**src/rtl/seq_det_ctrl.sv**
```systemverilog
// Frame controller around a serial 1011 detector: loads a parallel frame, shifts it
// MSB-first through the detector, pulses PO per match and reports a saturating count.
module seq_det_ctrl #(
    parameter int FRAME_W = 8,
    parameter int CNT_W   = 4
) (
    input  logic               clk,
    input  logic               reset,
    input  logic               start,
    input  logic [FRAME_W-1:0] din,
    input  logic               overlap,
    input  logic               chain,
    output logic               busy,
    output logic               PO,
    output logic               done,
    output logic [CNT_W-1:0]   match_cnt
);

    localparam int IDX_W = $clog2(FRAME_W);
    localparam logic [IDX_W-1:0] LAST_IDX = IDX_W'(FRAME_W - 1);

    typedef enum logic [1:0] {IDLE, SHIFT, DONE} ctrl_t;
    typedef enum logic [1:0] {S0, S1, S2, S3} det_t;

    ctrl_t              ctrl_reg, ctrl_next;
    det_t               det_reg, det_next;
    logic [FRAME_W-1:0] shift_reg, shift_next;
    logic [IDX_W-1:0]   idx_reg, idx_next;
    logic               ovl_reg, ovl_next;
    logic [CNT_W-1:0]   cnt_reg, cnt_next;
    logic               po_reg, po_next;
    logic               bit_in;
    logic               match;

    always_ff @(posedge clk or posedge reset) begin
        if (reset) begin
            ctrl_reg  <= IDLE;
            det_reg   <= S0;
            shift_reg <= '0;
            idx_reg   <= '0;
            ovl_reg   <= 1'b0;
            cnt_reg   <= '0;
            po_reg    <= 1'b0;
        end else begin
            ctrl_reg  <= ctrl_next;
            det_reg   <= det_next;
            shift_reg <= shift_next;
            idx_reg   <= idx_next;
            ovl_reg   <= ovl_next;
            cnt_reg   <= cnt_next;
            po_reg    <= po_next;
        end
    end

    always_comb begin
        ctrl_next  = ctrl_reg;
        det_next   = det_reg;
        shift_next = shift_reg;
        idx_next   = idx_reg;
        ovl_next   = ovl_reg;
        cnt_next   = cnt_reg;
        po_next    = 1'b0;
        match      = 1'b0;
        bit_in     = shift_reg[FRAME_W-1];

        case (ctrl_reg)
            IDLE: begin
                if (start) begin
                    shift_next = din;
                    ovl_next   = overlap;
                    cnt_next   = '0;
                    idx_next   = '0;
                    // Chaining keeps the partial prefix from the previous frame
                    if (!chain) det_next = S0;
                    ctrl_next  = SHIFT;
                end
            end
            SHIFT: begin
                shift_next = {shift_reg[FRAME_W-2:0], 1'b0};
                idx_next   = idx_reg + 1'b1;
                case (det_reg)
                    S0: det_next = bit_in ? S1 : S0;
                    S1: det_next = bit_in ? S1 : S2;
                    S2: det_next = bit_in ? S3 : S0;
                    S3: begin
                        if (bit_in) begin
                            match    = 1'b1;
                            det_next = ovl_reg ? S1 : S0;
                        end else begin
                            det_next = S2;
                        end
                    end
                    default: det_next = S0;
                endcase
                if (match) begin
                    po_next = 1'b1;
                    if (cnt_reg != {CNT_W{1'b1}}) cnt_next = cnt_reg + 1'b1;
                end
                if (idx_reg == LAST_IDX) ctrl_next = DONE;
            end
            DONE: ctrl_next = IDLE;
            default: ctrl_next = IDLE;
        endcase
    end

    assign busy      = (ctrl_reg != IDLE);
    assign done      = (ctrl_reg == DONE);
    assign PO        = po_reg;
    assign match_cnt = cnt_reg;

endmodule

```
**config.mk**
```make
export PLATFORM = sky130hd
export DESIGN_NAME = seq_det_ctrl
export DESIGN_NICKNAME = d
export VERILOG_FILES = /design/src/rtl/seq_det_ctrl.sv
export SDC_FILE = /design/constraint.sdc
export NUM_CORES = 1
export LEC_CHECK = 0
export CELL_PAD_IN_SITES_DETAIL_PLACEMENT = 1
export CELL_PAD_IN_SITES_GLOBAL_PLACEMENT = 2
export CORE_ASPECT_RATIO = 0.7
export CORE_MARGIN = 4
export CORE_UTILIZATION = 32
export DETAILED_ROUTE_END_ITERATION = 16
export PLACE_DENSITY = 0.74
export SYNTH_ARGS = -nofsm -noshare
export SYNTH_HDL_FRONTEND = slang
export SYNTH_SLANG_ARGS = --single-unit
```
**constraint.sdc**
```tcl
create_clock -name clk -period 1.86 [get_ports clk]
set_input_delay 0.186 -clock clk [delete_from_list [all_inputs] [get_ports clk]]
set_output_delay 0.186 -clock clk [all_outputs]
set_load 0.01 [all_outputs]
```
==> results by group <==
Placement
  – Port buffer count: 19
  – Final HPWL from detailed placement: 2040 um
  – Placed inst area: 1370 um^2
  – Cell count after placement: 174
  – Place WS: 0.331 ns
  – Final Wtd Congestion: 0.728

Critical path
  – Crit path to: busy
  – Worst setup SP type: flip-flop
  – R2r setup slk: 0.37 ns
  – Worst Reg-to-Reg Cells: 4
  – CP Class: reg -> out
  – RR Endpoint: match_cnt[2]
  – Worst Setup End Kind: output pin
  – Crit path required time: 1.67 ns
  – Worst Setup SP: ctrl_reg[0]
  – CP max FO: 14
  – Crit path DAT: 1.56 ns
  – FF-to-FF Start: match_cnt[0]

Route
  – DRC: 0
  – DRT iter0 DRCs: 12
  – DRT Pass-1 Iters: 2
  – DR vias: 896
  – WL/cell: 15.3 um
  – Vias/cell: 5.03
  – DRT Wirelength: 2720 um
  – Post-route ant nets: 0

Job
  – Max_cap viols: 0

Timing
  – Setup Skew: 0.00173 ns
  – Setup TNS: 0 ns
  – Fin crit period: 1.74 ns
  – Slew Viols, Final: 0
  – Worst slew margin: 71.7%
  – RSZ-0062 raised after global routing: false
  – Final-report hold violation count: 0
  – Final period utilization: 93.7%
  – Setup ws final: 0.118 ns
  – Worst-Margin Slew: 0.423 ns
  – Final Setup Violations: 0
  – Achievable Freq: 574 MHz

Floorplan
  – Core box area: 3250 um^2
  – Die width: 78.5 um
  – Die area: 4510 um^2
  – Floorplan row count: 17
  – I/O pins: 20
  – Chip height: 57.4 um
  – Initial Utilization: 34.3%

Layout
  – N_diodes: 0
  – Layout cell share with drive strength beyond 1: 13.0%
  – Final Cell Area: 1420 um^2
  – Core Util, Final: 43.6%
  – Non-Filler Instances: 178
  – Nets: 148
  – Most frequent cells in the layout: dfrtp_1, clkdlybuf4s50_1, o21ai_0
  – Max reg flops: 8
  – Filler Cells Inserted: 382
  – Area delta synth->final: 27.4%

Logic synthesis
  – Xor/xnor cell area share of the yosys netlist: 0%
  – Syn. warnings: 0
  – Synth cell types: 33
  – Post-Synthesis Cells: 108
  – Seq/Total Area, Yosys: 47.1%
  – Simple-Gate Fraction of Synth Area: 17.7%
  – Main combinational cell family by area after synthesis: compound AO/OA/AOI/OAI gates
  – Mean Syn Cell Area: 10.3 um^2
  – Prevailing post-synth register cell: dfrtp_1
  – EDFF count, synth: 0
  – Post-synthesis compound-gate area fraction: 22.7%
  – Flops & latches, synth: 21
  – Synthesized net count: 124
  – Async set-or-reset flop fraction in the synthesized netlist: 100%
  – Post-synthesis mux area share: 4.04%
  – Post-Syn Area: 1110 um^2
  – Synthesized-area fraction occupied by adder cells: 3.37%

Clock tree
  – CTS Sinks: 21
  – CTS Buffer Depth: 2
  – CTS tree: yes
  – Clock slew at reported path FFs: 0.08 ns
  – Clock Latency Late Sink: 0.26 ns
  – Root Driver: clkbuf_8
  – Htree depth: 1
  – Hold buffer count at CTS: 0
  – CTS buffer count: 3

Global route
  – Total Routing Usage GR: 13.6%
  – Largest net degree at the start of global routing: 22
  – Vias in the first global route: 939
  – GRT overflow: 0
  – First-pass GRT wire length: 4800 um
  – Initial antenna violation count: 0

Power
  – Pint: 1.14 mW
  – Net switching power: 662 uW
  – Worst IR Drop VDD: 0.554 mV
  – Reg power frac: 46.1%
  – PwrDens: 1270 nW/um^2
  – Clock share of power: 17.1%
  – Lkg Pwr: 0.597 nW
  – Net Sw Frac: 36.8%
  – Combinational share of power: 36.8%

Min path
  – Hold Path Class: in -> async

Status
  – Status: completed
## area by class of cell
class / count / area (um^2) / share of cell area (%)
sequential: 21 / 528 / 37.2
inverter: 7 / 26.3 / 1.85
clock inverter: 1 / 5.00 / 0.352
clock buffer: 3 / 41.3 / 2.91
tap: 47 / 58.8 / 4.14
timing repair buffer: 24 / 228 / 16.0
multi-input combinational: 75 / 533 / 37.5
## how the worst min path moves through the flow
stage | endpoint | slack, ns | depth (start not counted)
5_1_grt | idx_reg[0] | 0.29 | 3
4_1_cts | idx_reg[0] | 0.27 | 3
6_report | idx_reg[0] | 0.26 | 3
3_3_place_gp | idx_reg[0] | 0.49 | 1
2_1_floorplan | PO | 0.16 | 1
3_5_place_dp | ovl_reg | 0.50 | 1
## cell families after synthesis
kind of cell,after synthesis
fa+ha+maj,3
compound gates,37
flops,21
buf+inv,12
simple gates,31
mux,4
## worst max-delay path: stages, from the launching register on
cell             delay [ns]
dfrtp_2                0.50
or2_2                  0.31
clkdlybuf4s50_1        0.48
## stage by stage
| stage | hold slack, ns | power [mW] |
|---|---|---|
| floorplan | 0.163 | 1.24 |
| global placement | 0.494 | 1.47 |
| detailed placement | 0.504 | 1.50 |
| CTS | 0.266 | 1.82 |
| global route | 0.286 | 1.95 |
| finish | 0.258 | 1.80 |
## timing repair
item	in CTS	in global routing
endpoints found under the setup margin	0	2
resized for setup	0	2
buffers inserted	0	0
hold endpoints to repair	0	0
## synthesized netlist by cell type, drive strengths merged (2+ instances only)
cell type  count  area share, %
a21oi          9            4.0
buf            4            2.4
ha             3            3.4
nand2b         4            2.2
nand2          6            2.0
nor2           3            1.0
mux2i          3            2.7
a22o           3            2.4
o21ai         10            4.5
nor2b          9            5.1
a22oi          6            4.0
inv            7            2.4
a211oi         2            2.2
dfrtp         21             47
## power by group through the flow
stage	clock [mW]	sequential [mW]	combinational [mW]
finish	0.308	0.829	0.662
global route	0.335	0.866	0.750
CTS	0.324	0.826	0.673
detailed placement	0	0.834	0.666
global placement	0	0.827	0.641
floorplan	0	0.778	0.466
## per-layer routing
metal	GRT usage, %	vias up	part of all wire (%)
met5	0	-	0
met4	2.99	0	0.81
met3	4.10	5	3.5
met2	20.0	8	44
met1	19.6	448	52
li1	-	435	-
Note: power is estimated with default switching activity, not from simulation.
